===== src/rtl/timer_slave_pkg.sv =====
// ============================================================================
// Package     : timer_slave_pkg
// Description : Shared definitions for the memory-mapped down-counting timer:
//               register indices, CTRL/STATUS bit positions, FSM state
//               encoding and a helper that assembles the CTRL read word.
// Revision    : 1.0 - initial release
// ============================================================================
`default_nettype none

package timer_slave_pkg;

  // Register indices, decoded from addr[3:2]
  localparam logic [1:0] c_REG_CTRL   = 2'd0;
  localparam logic [1:0] c_REG_LOAD   = 2'd1;
  localparam logic [1:0] c_REG_COUNT  = 2'd2;
  localparam logic [1:0] c_REG_STATUS = 2'd3;

  // CTRL bit positions
  localparam int c_CTRL_EN_BIT     = 0;
  localparam int c_CTRL_AUTO_BIT   = 1;
  localparam int c_CTRL_IRQ_EN_BIT = 2;
  localparam int c_CTRL_PRESC_LSB  = 8;

  // Widest PRESC field that still fits in the 32-bit CTRL word
  localparam int c_PRESC_MAX_W = 32 - c_CTRL_PRESC_LSB;

  // STATUS bit positions
  localparam int c_STATUS_EXP_BIT = 0;

  // Timer FSM encoding
  typedef enum logic [0:0] {
    ST_STOPPED = 1'b0,
    ST_RUNNING = 1'b1
  } state_t;

  // Assemble the CTRL read value; PRESC arrives zero-extended to the widest
  // field so the function stays independent of the module parameter.
  function automatic logic [31:0] f_pack_ctrl(
    input logic                     i_en,
    input logic                     i_auto,
    input logic                     i_irq_en,
    input logic [c_PRESC_MAX_W-1:0] i_presc
  );
    logic [31:0] w_word;
    w_word                                     = '0;
    w_word[c_CTRL_EN_BIT]                      = i_en;
    w_word[c_CTRL_AUTO_BIT]                    = i_auto;
    w_word[c_CTRL_IRQ_EN_BIT]                  = i_irq_en;
    w_word[c_CTRL_PRESC_LSB +: c_PRESC_MAX_W]  = i_presc;
    return w_word;
  endfunction

endpackage

`default_nettype wire


===== src/rtl/timer_slave_prescaler.sv =====
// ============================================================================
// Module      : timer_prescaler
// Description : Prescaler for the timer. Counts cycles while running and
//               emits a one-cycle tick whenever the phase counter equals
//               PRESC, giving one tick every PRESC+1 running cycles.
// Ports       : CLK      - clock, rising edge
//               RST      - asynchronous reset, active low
//               i_run    - timer is running; counter advances
//               i_clear  - restart the phase counter at 0 (timer start)
//               i_presc  - prescale divider value
//               o_tick   - one-cycle tick pulse
// Revision    : 1.0 - initial release
// ============================================================================
`default_nettype none

module timer_prescaler #(
  parameter int PRESCALE_W = 8
) (
  input  logic                  CLK,
  input  logic                  RST,
  input  logic                  i_run,
  input  logic                  i_clear,
  input  logic [PRESCALE_W-1:0] i_presc,
  output logic                  o_tick
);

  logic [PRESCALE_W-1:0] r_pc;
  logic                  w_match;

  assign w_match = (r_pc == i_presc);
  assign o_tick  = i_run & w_match;

  // If PRESC is lowered below the current phase while running, the counter
  // simply wraps around before matching again.
  always_ff @(posedge CLK or negedge RST) begin
    if (!RST) begin
      r_pc <= '0;
    end else if (i_clear) begin
      r_pc <= '0;
    end else if (i_run) begin
      r_pc <= w_match ? '0 : r_pc + PRESCALE_W'(1);
    end
  end

endmodule

`default_nettype wire


===== src/rtl/timer_slave.sv =====
// ============================================================================
// Module      : timer_slave
// Description : Memory-mapped 32-bit down-counting timer on the peripheral
//               bus. Decodes register reads/writes, runs a prescaled
//               down-counter with optional auto-reload, and raises a level
//               interrupt on expiry. Reads return one cycle later through a
//               registered response.
// Ports       : CLK          - clock, rising edge
//               RST          - asynchronous reset, active low
//               timer_enable - slave select, one access per cycle
//               MemWrite     - 1 = write, 0 = read (qualified by select)
//               addr         - byte offset, [3:2] selects the register
//               WriteData    - write data
//               rdata        - registered read data (held between reads)
//               rvalid       - one-cycle read response strobe
//               irq          - level interrupt, EXP & IRQ_EN, from a flop
// Params      : PRESCALE_W   - prescaler width, 1 .. 24
// Revision    : 1.0 - initial release
// ============================================================================
`default_nettype none

module timer_slave
  import timer_slave_pkg::*;
#(
  parameter int PRESCALE_W = 8
) (
  input  logic        CLK,
  input  logic        RST,
  input  logic        timer_enable,
  input  logic        MemWrite,
  input  logic [3:0]  addr,
  input  logic [31:0] WriteData,
  output logic [31:0] rdata,
  output logic        rvalid,
  output logic        irq
);

  // --------------------------------------------------------------------------
  // State
  // --------------------------------------------------------------------------
  state_t                r_state;
  state_t                w_state_nxt;
  logic                  r_auto;
  logic                  r_irq_en;
  logic [PRESCALE_W-1:0] r_presc;
  logic [31:0]           r_load;
  logic [31:0]           r_count;
  logic                  r_exp;

  // --------------------------------------------------------------------------
  // Bus decode
  // --------------------------------------------------------------------------
  logic       w_wr;
  logic       w_rd;
  logic [1:0] w_sel;
  logic       w_ctrl_wr;
  logic       w_load_wr;
  logic       w_count_wr;
  logic       w_status_wr;
  logic       w_unused;

  assign w_wr        = timer_enable & MemWrite;
  assign w_rd        = timer_enable & ~MemWrite;
  assign w_sel       = addr[3:2];
  assign w_ctrl_wr   = w_wr & (w_sel == c_REG_CTRL);
  assign w_load_wr   = w_wr & (w_sel == c_REG_LOAD);
  assign w_count_wr  = w_wr & (w_sel == c_REG_COUNT);
  assign w_status_wr = w_wr & (w_sel == c_REG_STATUS);

  // Byte lanes within a register are not decoded
  assign w_unused = ^addr[1:0];

  // --------------------------------------------------------------------------
  // Run control and prescaler
  // --------------------------------------------------------------------------
  logic w_running;
  logic w_start;
  logic w_stop_req;
  logic w_tick;
  logic w_tick_eff;
  logic w_count_zero;
  logic w_expire;

  assign w_running  = (r_state == ST_RUNNING);
  assign w_start    = ~w_running & w_ctrl_wr & WriteData[c_CTRL_EN_BIT];
  assign w_stop_req = w_ctrl_wr & ~WriteData[c_CTRL_EN_BIT];

  timer_prescaler #(
    .PRESCALE_W (PRESCALE_W)
  ) u_prescaler (
    .CLK     (CLK),
    .RST     (RST),
    .i_run   (w_running),
    .i_clear (w_start),
    .i_presc (r_presc),
    .o_tick  (w_tick)
  );

  // A software stop in the same cycle as a tick swallows the tick, so it can
  // neither decrement nor expire the counter.
  assign w_tick_eff   = w_tick & ~w_stop_req;
  assign w_count_zero = (r_count == 32'd0);
  assign w_expire     = w_tick_eff & w_count_zero;

  // --------------------------------------------------------------------------
  // FSM: EN is not stored separately; it is the RUNNING state itself, which
  // keeps CTRL.EN and the FSM consistent by construction.
  // --------------------------------------------------------------------------
  always_ff @(posedge CLK or negedge RST) begin
    if (!RST) begin
      r_state <= ST_STOPPED;
    end else begin
      r_state <= w_state_nxt;
    end
  end

  always_comb begin
    w_state_nxt = r_state;
    if (w_ctrl_wr) begin
      // Software write has priority over a simultaneous one-shot expiry
      w_state_nxt = WriteData[c_CTRL_EN_BIT] ? ST_RUNNING : ST_STOPPED;
    end else if (w_expire && !r_auto) begin
      w_state_nxt = ST_STOPPED;
    end
  end

  // --------------------------------------------------------------------------
  // Configuration registers
  // --------------------------------------------------------------------------
  always_ff @(posedge CLK or negedge RST) begin
    if (!RST) begin
      r_auto   <= 1'b0;
      r_irq_en <= 1'b0;
      r_presc  <= '0;
      r_load   <= '0;
    end else begin
      if (w_ctrl_wr) begin
        r_auto   <= WriteData[c_CTRL_AUTO_BIT];
        r_irq_en <= WriteData[c_CTRL_IRQ_EN_BIT];
        r_presc  <= WriteData[c_CTRL_PRESC_LSB +: PRESCALE_W];
      end
      if (w_load_wr) begin
        r_load <= WriteData;
      end
    end
  end

  // --------------------------------------------------------------------------
  // Counter, expiry flag and interrupt
  // --------------------------------------------------------------------------
  logic [31:0] w_count_nxt;
  logic        w_exp_nxt;
  logic        w_irq_en_nxt;

  always_comb begin
    w_count_nxt = r_count;
    if (w_count_wr) begin
      // Direct write beats a coincident tick
      w_count_nxt = WriteData;
    end else if (w_tick_eff) begin
      if (w_count_zero) begin
        w_count_nxt = r_auto ? r_load : 32'd0;
      end else begin
        w_count_nxt = r_count - 32'd1;
      end
    end
  end

  always_comb begin
    w_exp_nxt = r_exp;
    if (w_expire) begin
      // Setting beats a simultaneous write-1-to-clear
      w_exp_nxt = 1'b1;
    end else if (w_status_wr && WriteData[c_STATUS_EXP_BIT]) begin
      w_exp_nxt = 1'b0;
    end
  end

  assign w_irq_en_nxt = w_ctrl_wr ? WriteData[c_CTRL_IRQ_EN_BIT] : r_irq_en;

  // irq is registered from the next-state of EXP and IRQ_EN so it rises on
  // the same edge as EXP while never combinationally following the bus.
  always_ff @(posedge CLK or negedge RST) begin
    if (!RST) begin
      r_count <= '0;
      r_exp   <= 1'b0;
      irq     <= 1'b0;
    end else begin
      r_count <= w_count_nxt;
      r_exp   <= w_exp_nxt;
      irq     <= w_exp_nxt & w_irq_en_nxt;
    end
  end

  // --------------------------------------------------------------------------
  // Read response: captures the pre-edge register view
  // --------------------------------------------------------------------------
  logic [31:0] w_rd_val;

  always_comb begin
    w_rd_val = '0;
    case (w_sel)
      c_REG_CTRL:   w_rd_val = f_pack_ctrl(w_running, r_auto, r_irq_en,
                                           c_PRESC_MAX_W'(r_presc));
      c_REG_LOAD:   w_rd_val = r_load;
      c_REG_COUNT:  w_rd_val = r_count;
      c_REG_STATUS: w_rd_val[c_STATUS_EXP_BIT] = r_exp;
      default:      w_rd_val = '0;
    endcase
  end

  always_ff @(posedge CLK or negedge RST) begin
    if (!RST) begin
      rvalid <= 1'b0;
      rdata  <= '0;
    end else begin
      rvalid <= w_rd;
      if (w_rd) begin
        rdata <= w_rd_val;
      end
    end
  end

endmodule

`default_nettype wire


===== config.mk =====
export PLATFORM = sky130hd
export DESIGN_NAME = timer_slave
export DESIGN_NICKNAME = d
export VERILOG_FILES = /design/src/rtl/timer_slave_pkg.sv /design/src/rtl/timer_slave_prescaler.sv /design/src/rtl/timer_slave.sv
export SDC_FILE = /design/constraint.sdc
export NUM_CORES = 1
export LEC_CHECK = 0
export BUFFER_PORTS_ARGS = -buffer_cell sky130_fd_sc_hd__buf_2
export CAP_MARGIN = 20
export CELL_PAD_IN_SITES_DETAIL_PLACEMENT = 0
export CELL_PAD_IN_SITES_GLOBAL_PLACEMENT = 1
export CORE_ASPECT_RATIO = 1.2
export CORE_MARGIN = 10
export CORE_UTILIZATION = 47
export CTS_BUF_LIST = sky130_fd_sc_hd__clkbuf_8
export CTS_CLUSTER_SIZE = 10
export DETAILED_ROUTE_END_ITERATION = 6
export PLACE_DENSITY_LB_ADDON = 0.1
export SLEW_MARGIN = 40
export SYNTH_ARGS = -nofsm -noshare
export SYNTH_HDL_FRONTEND = slang
export SYNTH_SLANG_ARGS = --single-unit

===== constraint.sdc =====
create_clock -name CLK -period 3.6 [get_ports CLK]
set_clock_uncertainty 0.15 [all_clocks]
set_input_delay 0.18 -clock CLK [delete_from_list [all_inputs] [get_ports CLK]]
set_output_delay 0.18 -clock CLK [all_outputs]
set_load 0.01 [all_outputs]

After elaboration in Yosys (flattened, before gate mapping). Index checks and enable logic that the tools add are counted.

Bitwise operators: 17. Mux-type cells: 15. Reductions and logical operators: 8. $add $sub $neg: 2. Eq/ne operators: 4.

Operators by type and width (count): $mux 32 (4); $pmux 31 s3 (1); $logic_not 32->1 (1); $sub 32x1->32 const B (1); $mux 8 (3); $and 1x1->1 (13); $add 8x1->8 const B (1); $eq 8x8->1 (1); $mux 1 (6); $reduce_bool 2->1 (3); $eq 2x2->1 const B (2); $not 1->1 (4); $pmux 1 s4 (1); $eq 2x1->1 const B (1); $logic_and 1x1->1 (2); $logic_not 2->1 (1); $logic_not 1->1 (1).

Input port bits: 40. Register bits: 118. Output and inout port bits: 34.

Depth between registers and ports, before layout. Gate-level depths: netlist (run 1).

Depth in word-level cells: 9. Gate-level depth with buffers: 10. Mapped depth without buffers: 8.

Modules after synthesis. Synthesis (run 1) repeated with hierarchy kept, for this count alone.

Cells, all modules: 652. Area, all modules: 6580.1 um2.

By module, submodules not included: timer_slave (instances 1, area each 6049.6 um2, cells each 594, sequential area each 2752.6 um2); timer_prescaler (instances 1, area each 530.5 um2, cells each 58, sequential area each 200.2 um2).

Worst setup path before layout (run 1). OpenSTA, ideal clock, no wires.

Path type: flip-flop to flip-flop. Start point: reg r_count[0]. End point: reg r_count[25]. Data required time: 3329 ps. Path slack: 1115 ps. Setup time: 121 ps. Cell stages (with the launch flop): 10. Arrival: 2215 ps. Period minus slack after synthesis: 2485 ps. Cell sequence: dfrtp_1 inv_1 ha_1 or4b_2 nor4_4 and3_1 buf_6 nor2_2 a221o_1 a22o_1.

Longest elaborated chain between the ends: 4. Elaborated cells on any way between the ends: 5. Classes of those cells: add/sub: 1; mux: 3; reduce/logical: 1.

Ends and longest elaborated chain: start: declaration (RTL line timer_slave.sv:47) `logic [31:0] r_count;`; start signal: assignment (RTL line timer_slave.sv:189) `r_count <= w_count_nxt;`; $sub 32x1->32 / $logic_not 32->1 (equally long branches) (RTL line timer_slave.sv:164, timer_slave.sv:102); $mux 32 * (RTL line timer_slave.sv:161) `if (w_count_zero) begin`; $mux 32 * (RTL line timer_slave.sv:160) `end else if (w_tick_eff) begin`; $mux 32 * (RTL line timer_slave.sv:157) `if (w_count_wr) begin`.

Mark *: on every way between the ends. The rest lies on a longest branch, timed or not. The select of a mux whose other input is x is not followed. A chain may end at the register's enable or synchronous reset.

Worst setup path after layout (run 1).
Start point: reg r_count[5]. End point: reg r_count[7].

Same word-level chain as after synthesis.

==> results.sh, run 1 <==
export IMPL_fin_crit_ns=2.98
export IMPL_globalRoute_totalOverflow=0
export IMPL_synth_enable_flop_cells=0
export IMPL_share_of_final_layout_standard_cells_stronger_than_drive_strength_1=0.242
export IMPL_required_worst_endpoint_ns=3.79
export IMPL_report_final_hold_viol_count=0
export IMPL_grt_max_degree=70
export IMPL_dieWidth_um=125
export IMPL_cp_top_family="simple AND/OR/NAND/NOR gates"
export IMPL_crit_path_start_kind="flop"
export IMPL_syn2layout_area_growth_pct=20.4
export IMPL_antenna_found_initial=0
export IMPL_max_stage_delay_ns=0.76
export IMPL_postSynthNetCount=683
export IMPL_buffer_ports_inserted=71
export IMPL_floorplan_rows=45
export IMPL_worst_path_max_fanout=11
export IMPL_clk_pin_slew_worst_paths_ns=0.07
export IMPL_via_count_of_the_first_global_routing_pass=5585
export IMPL_max_freq_mhz=335
export IMPL_critPathSlowestCell="or4_1"
export IMPL_grt_use_total=0.200
export IMPL_ys_types=60
export IMPL_ys_dominant_reg_cell="dfrtp_1"
export IMPL_endpoint_kind="flop"
export IMPL_max_vdd_ir_drop_mv=0.271
export IMPL_storage_cell_area_um2=2950
export IMPL_detail_route_vias_per_cell=5.98
export IMPL_insertedDiodeCount=0
export IMPL_die_height_um=146
export IMPL_status="finished clean"
export IMPL_timing_critical_path_arrival_ns=3.18
export IMPL_number_of_remaining_drc_errors=0
export IMPL_tritoncts_clock_tree="yes"
export IMPL_power_per_cell_area_nw_per_um2=576
export IMPL_worstSkewPairLatency_ns=0.44
export IMPL_pleak_nw=3.23
export IMPL_setup_slack_of_the_critical_path_after_layout_ns=0.618
export IMPL_ctsHtreeMaxLevel=4
export IMPL_postRouteAntennaNets=0
export IMPL_final_setup_viol_count=0
export IMPL_synth_yosys_seq_area_share=0.477
export IMPL_cts_setup_buffers=0
export IMPL_drt_wl_total_um=18400
export IMPL_filler_cell_count=1163
export IMPL_grt_setup_unrepaired="no"
export IMPL_design_die_area_um2=18200
export IMPL_drt_initial_drc_count=475
export IMPL_max_cap_violations=0
export IMPL_max_clock_path_buffers=2
export IMPL_place_congestion=0.893
export IMPL_crit_path_cell_trace="or4_1 -> nor4_4 -> nand3_1 -> buf_4 -> a21oi_1 -> o22ai_1 -> o21ai_0"
export IMPL_final_period_utilization=0.828
export IMPL_register_bit_total_from_synthesis=118
export IMPL_postLayoutCoreUtil=0.583
export IMPL_multiInputGateArea_um2=3020
export IMPL_drt_pass1_iter_count=6
export IMPL_syn_cell_area_um2=6190
export IMPL_vias=5468
export IMPL_fin_setup_tns_ns=0
export IMPL_post_synth_arst_share=1.00
export IMPL_drv_slew=0
export IMPL_starting_utilization_of_the_core_area=0.484
export IMPL_layout_cells_most_common="dfrtp_1"
export IMPL_root_buffer="clkbuf_8"
export IMPL_coreArea_um2=12800
export IMPL_class_of_the_tightest_hold_or_removal_check="primary input to flop"
export IMPL_placed_wire_length_estimate_after_detailed_placement_um=12200
export IMPL_placement_setup_worst_slack_ns=0.689
export IMPL_fin_nets=782
export IMPL_boundaryPins=74
export IMPL_most_used_cells_in_the_layout_excluding_fill_and_tap_cells="dfrtp_1, nand2_1, buf_2"
export IMPL_timing_setup_critical_path_class="flop to flop"
export IMPL_yosys_warnings=0
export IMPL_cts_buffers=17
export IMPL_global_route_wire_length_before_repair_um=29800
export IMPL_syn_area_per_cell_um2=9.67
export IMPL_worstMarginPinSlew_ns=0.697
export IMPL_maxSlewHeadroom=0.535
export IMPL_cp_num_buf_inv=1
export IMPL_detail_route_wl_per_cell_um=20.1
export IMPL_cts_num_sinks=118
export IMPL_cells_after_synth=640
==> sequential cells by signal, summed over array words and instances, names as in the netlist <==
register and count:
irq 1, r_auto 1, r_count 32, r_exp 1, r_irq_en 1, r_load 32
r_presc 8, r_state 1, rdata 32, rvalid 1, u_prescaler.r_pc 8
==> cell families (layout without fill, tap and decap cells) <==
| family | count (synthesis) | in the layout | share of synthesized area |
|---|---|---|---|
| multiplexers | 54 | 54 | 0.0979 |
| adder cells (fa/ha/maj) | 3 | 3 | 0.00607 |
| AO/OA/AOI/OAI | 187 | 187 | 0.190 |
| buffers and inverters | 51 | 162 | 0.0372 |
| flip-flops | 118 | 118 | 0.477 |
| XOR/XNOR | 19 | 19 | 0.0269 |
| AND/OR/NAND/NOR | 208 | 208 | 0.164 |
==> stage by stage <==
| stage | hold slack [ns] | total power, W | instances | instance area (um2) |
|---|---|---|---|---|
| 2_1_floorplan | -0.266 | 0.00266 | 640 | 6190 |
| 4_1_cts | 0.0213 | 0.00431 | 915 | 7450 |
| 5_1_grt | 0.0873 | 0.00455 | 915 | 7450 |
| 6_report | 0.0510 | 0.00429 | 915 | 7450 |
| 3_5_place_dp | 0.120 | 0.00309 | 851 | 6730 |
| 3_3_place_gp | 0.108 | 0.00305 | 851 | 6730 |
==> report_power, final <==
| part | internal (W) | switching, W | leakage, nW | total [W] |
|---|---|---|---|---|
| clock network | 0.000647 | 0.000538 | 0.203 | 0.00119 |
| logic | 0.000523 | 0.000579 | 1.55 | 0.00110 |
| registers | 0.00164 | 0.000369 | 1.47 | 0.00200 |
==> synth_stat cells, drive strengths merged, types with 12 or more instances <==
master / instances / area [um2]
a21oi: 29 / 149
nand3: 16 / 80.1
nor3: 12 / 65.1
xnor2: 16 / 140
a22oi: 30 / 225
mux2: 42 / 473
buf: 12 / 82.6
dfrtp: 118 / 2950
clkbuf: 34 / 129
nor2: 44 / 168
nand2: 79 / 297
o21ai: 72 / 360
==> tightest hold or removal path, delay by kind of cell <==
kind	cells	cell delay, ns
compound gates	1	0.11
simple gates	2	0.20
buf+inv	1	0.12
==> routing by layer <==
layer / wire length, um / up-vias / GRT usage
met5: 0 / - / 0
met3: 1040 / 40 / 0.0429
met4: 557 / 0 / 0.100
li1: - / 2543 / -
met1: 7860 / 2686 / 0.244
met2: 8980 / 199 / 0.327
==> cell type report <==
class | instances | share of cell area
multi-input combinational | 471 | 0.405
sequential | 118 | 0.397
timing repair buffer | 126 | 0.116
clock buffer | 23 | 0.0425
tap | 164 | 0.0276
clock inverter | 8 | 0.00958
inverter | 5 | 0.00252
==> path summary, 6_finish.rpt <==
check                      cells past startpoint  startpoint    endpoint  slack, ns
max in group asynchronous                      3         RST  r_presc[6]       2.26
min reg2reg                                    2   rdata[25]   rdata[25]       0.32
min in group asynchronous                      2         RST   rdata[20]       0.16
max                                            7  r_count[5]  r_count[7]       0.62
max reg2reg                                    7  r_count[5]  r_count[7]       0.62
min                                            4    MemWrite       r_exp       0.05
==> repair_timing <==
action,CTS,global route
endpoints found under the setup margin,0,0
hold buffers,33,0
endpoints found under the hold margin,125,0
gates resized for setup,0,0
Note: power is estimated with default switching activity, not from simulation.
==> run 2, diff against run 1 <==
Settings changed: CORE_UTILIZATION 47 to 42.
Clock period 3.6 ns to 2.6 ns, I/O delays scaled along.
==> run 2 against run 1 <==
Against the previous run:
- first-iteration DRC count up 15%
- clock power rose by 21%
- register-to-register slack got worse by 0.50 ns
- sequential share of layout area is 1.4 points lower
- sequential power up 35%
- combinational power rose by 65%
- die area is 10% higher
- total power is 39% higher
- routed wire length is 2.9% higher
- clock-buffer cell count shrank 3
- maximum frequency grew 20%
- sequential cell count unchanged
- largest cell class unchanged
==> results.sh, run 2 (same netlist as run 1, synthesis figures left out) <==
export IMPL_grt_setup_unrepaired="no"
export IMPL_intPower_w=0.00387
export IMPL_worstSkewPairLatency_ns=0.45
export IMPL_most_used_cells_in_the_layout_excluding_fill_and_tap_cells="dfrtp_1, nand2_1, buf_2"
export IMPL_globalRoute_totalOverflow=0
export IMPL_worstMarginPinSlew_ns=0.700
export IMPL_placed_wire_length_estimate_after_detailed_placement_um=13300
export IMPL_reg_top3="r_count (32), r_load (32), rdata (32)"
export IMPL_max_freq_mhz=403
export IMPL_cts_buffers=17
export IMPL_timing_critical_path_arrival_ns=2.71
export IMPL_crit_path_start_kind="flop"
export IMPL_cts_num_sinks=118
export IMPL_vias=5553
export IMPL_antenna_found_initial=0
export IMPL_buffer_ports_inserted=71
export IMPL_placement_setup_worst_slack_ns=-0.0145
export IMPL_switching_part_of_the_total_power=0.351
export IMPL_tritoncts_clock_tree="yes"
export IMPL_max_stage_delay_ns=0.54
export IMPL_class_of_the_tightest_hold_or_removal_check="primary input to asynchronous set/reset pin"
export IMPL_dieWidth_um=131
export IMPL_crit_path_cell_trace="or4_4 -> nor4_4 -> and3_4 -> buf_12 -> and2_4 -> a221o_1 -> a22o_1"
export IMPL_grt_use_total=0.196
export IMPL_root_buffer="clkbuf_8"
export IMPL_fin_crit_ns=2.48
export IMPL_place_congestion=0.863
export IMPL_grt_max_degree=45
export IMPL_drt_initial_drc_count=547
export IMPL_timing_setup_critical_path_class="flop to flop"
export IMPL_clockPowerShare=0.242
export IMPL_critPathSlowestCell="or4_4"
export IMPL_power_per_cell_area_nw_per_um2=771
export IMPL_boundaryPins=74
export IMPL_drt_pass1_iter_count=5
export IMPL_fin_nets=817
export IMPL_drv_slew=0
export IMPL_p_sw_w=0.00209
export IMPL_endpoint_kind="flop"
export IMPL_via_count_of_the_first_global_routing_pass=5788
export IMPL_pleak_nw=3.39
export IMPL_syn2layout_area_growth_pct=24.9
export IMPL_hold_ws_ns=0.0667
export IMPL_share_seq_of_total_power=0.454
export IMPL_share_of_final_layout_standard_cells_stronger_than_drive_strength_1=0.278
export IMPL_report_final_hold_viol_count=0
export IMPL_drt_wl_total_um=19000
export IMPL_starting_utilization_of_the_core_area=0.429
export IMPL_insertedDiodeCount=0
export IMPL_max_vdd_ir_drop_mv=0.433
export IMPL_clk_pin_slew_worst_paths_ns=0.07
export IMPL_max_cap_violations=0
export IMPL_global_route_wire_length_before_repair_um=31000
export IMPL_worst_path_max_fanout=22
export IMPL_floorplan_rows=48
export IMPL_die_height_um=153
export IMPL_maxSlewHeadroom=0.534
export IMPL_max_clock_path_buffers=2
export IMPL_coreArea_um2=14400
export IMPL_ctsHtreeMaxLevel=4
export IMPL_postRouteAntennaNets=0
export IMPL_layout_cells_most_common="dfrtp_1"
export IMPL_detail_route_wl_per_cell_um=19.7
export IMPL_design_die_area_um2=20000
export IMPL_detail_route_vias_per_cell=5.77
export IMPL_final_setup_viol_count=0
export IMPL_comb_power_share=0.304
export IMPL_number_of_remaining_drc_errors=0
export IMPL_required_worst_endpoint_ns=2.84
export IMPL_final_period_utilization=0.953
export IMPL_setup_slack_of_the_critical_path_after_layout_ns=0.121
export IMPL_status="finished clean"
## run 2: power by group through the flow
stage | clock network [W] | registers [W] | logic [W]
6_report | 0.00144 | 0.00270 | 0.00181
2_1_floorplan | 0 | 0.00267 | 0.00102
3_3_place_gp | 0 | 0.00271 | 0.00173
4_1_cts | 0.00148 | 0.00269 | 0.00182
5_1_grt | 0.00157 | 0.00277 | 0.00203
3_5_place_dp | 0 | 0.00272 | 0.00177
## run 2: layer usage
layer | vias up | global-route usage | share of wire
met3 | 26 | 0.0433 | 0.050
met5 | - | 0 | 0
met1 | 2748 | 0.246 | 0.43
li1 | 2618 | - | -
met4 | 0 | 0.0684 | 0.021
met2 | 161 | 0.323 | 0.50
## run 2: worst paths after layout
kind                                   from                  end  slack, ns  cells past startpoint
worst max-delay path            r_count[26]          r_count[25]       0.12                      7
worst min-delay path                    RST            rdata[19]       0.07                      2
worst max register to register  r_count[26]          r_count[25]       0.12                      7
worst min register to register    rdata[11]            rdata[11]       0.32                      2
max in group asynchronous               RST  u_prescaler.r_pc[0]       1.58                      3
min in group CLK                    addr[2]                r_exp       0.07                      4
## run 2: cell type report
| cell class | instances | area, um2 |
|---|---|---|
| multi-input cells | 471 | 3040 |
| fillers | 1386 | 6690 |
| inverters | 5 | 18.8 |
| repair buffers | 161 | 1160 |
| clock inverters | 12 | 62.6 |
| flip-flops and latches | 118 | 2950 |
| well taps | 175 | 219 |
| clock buffers | 20 | 275 |
## run 2: what timing repair did
action / in CTS / in global routing
cloned: 0 / 0
pin swaps: 0 / 0
buffers inserted: 0 / 0
hold buffers: 35 / 0
hold endpoints to repair: 195 / 0
gates resized for setup: 2 / 5
endpoints found under the setup margin: 8 / 18
## run 2: critical path: cells and delay by family (launching register included)
kind / cells / cell delay (ns)
simple gates: 4 / 1.36
flops: 1 / 0.44
compound gates: 2 / 0.30
buf+inv: 1 / 0.17
## run 2: through the flow
stage | TNS (ns) | power, W | area (um2) | util | cells
2_1_floorplan | 0 | 0.00369 | 6190 | - | 640
3_3_place_gp | 0 | 0.00444 | 7010 | 0.487 | 895
3_5_place_dp | -0.0356 | 0.00450 | 7010 | 0.487 | 895
4_1_cts | 0 | 0.00600 | 7710 | 0.535 | 962
5_1_grt | 0 | 0.00637 | 7730 | 0.536 | 962
6_report | 0 | 0.00596 | 7730 | 0.536 | 962
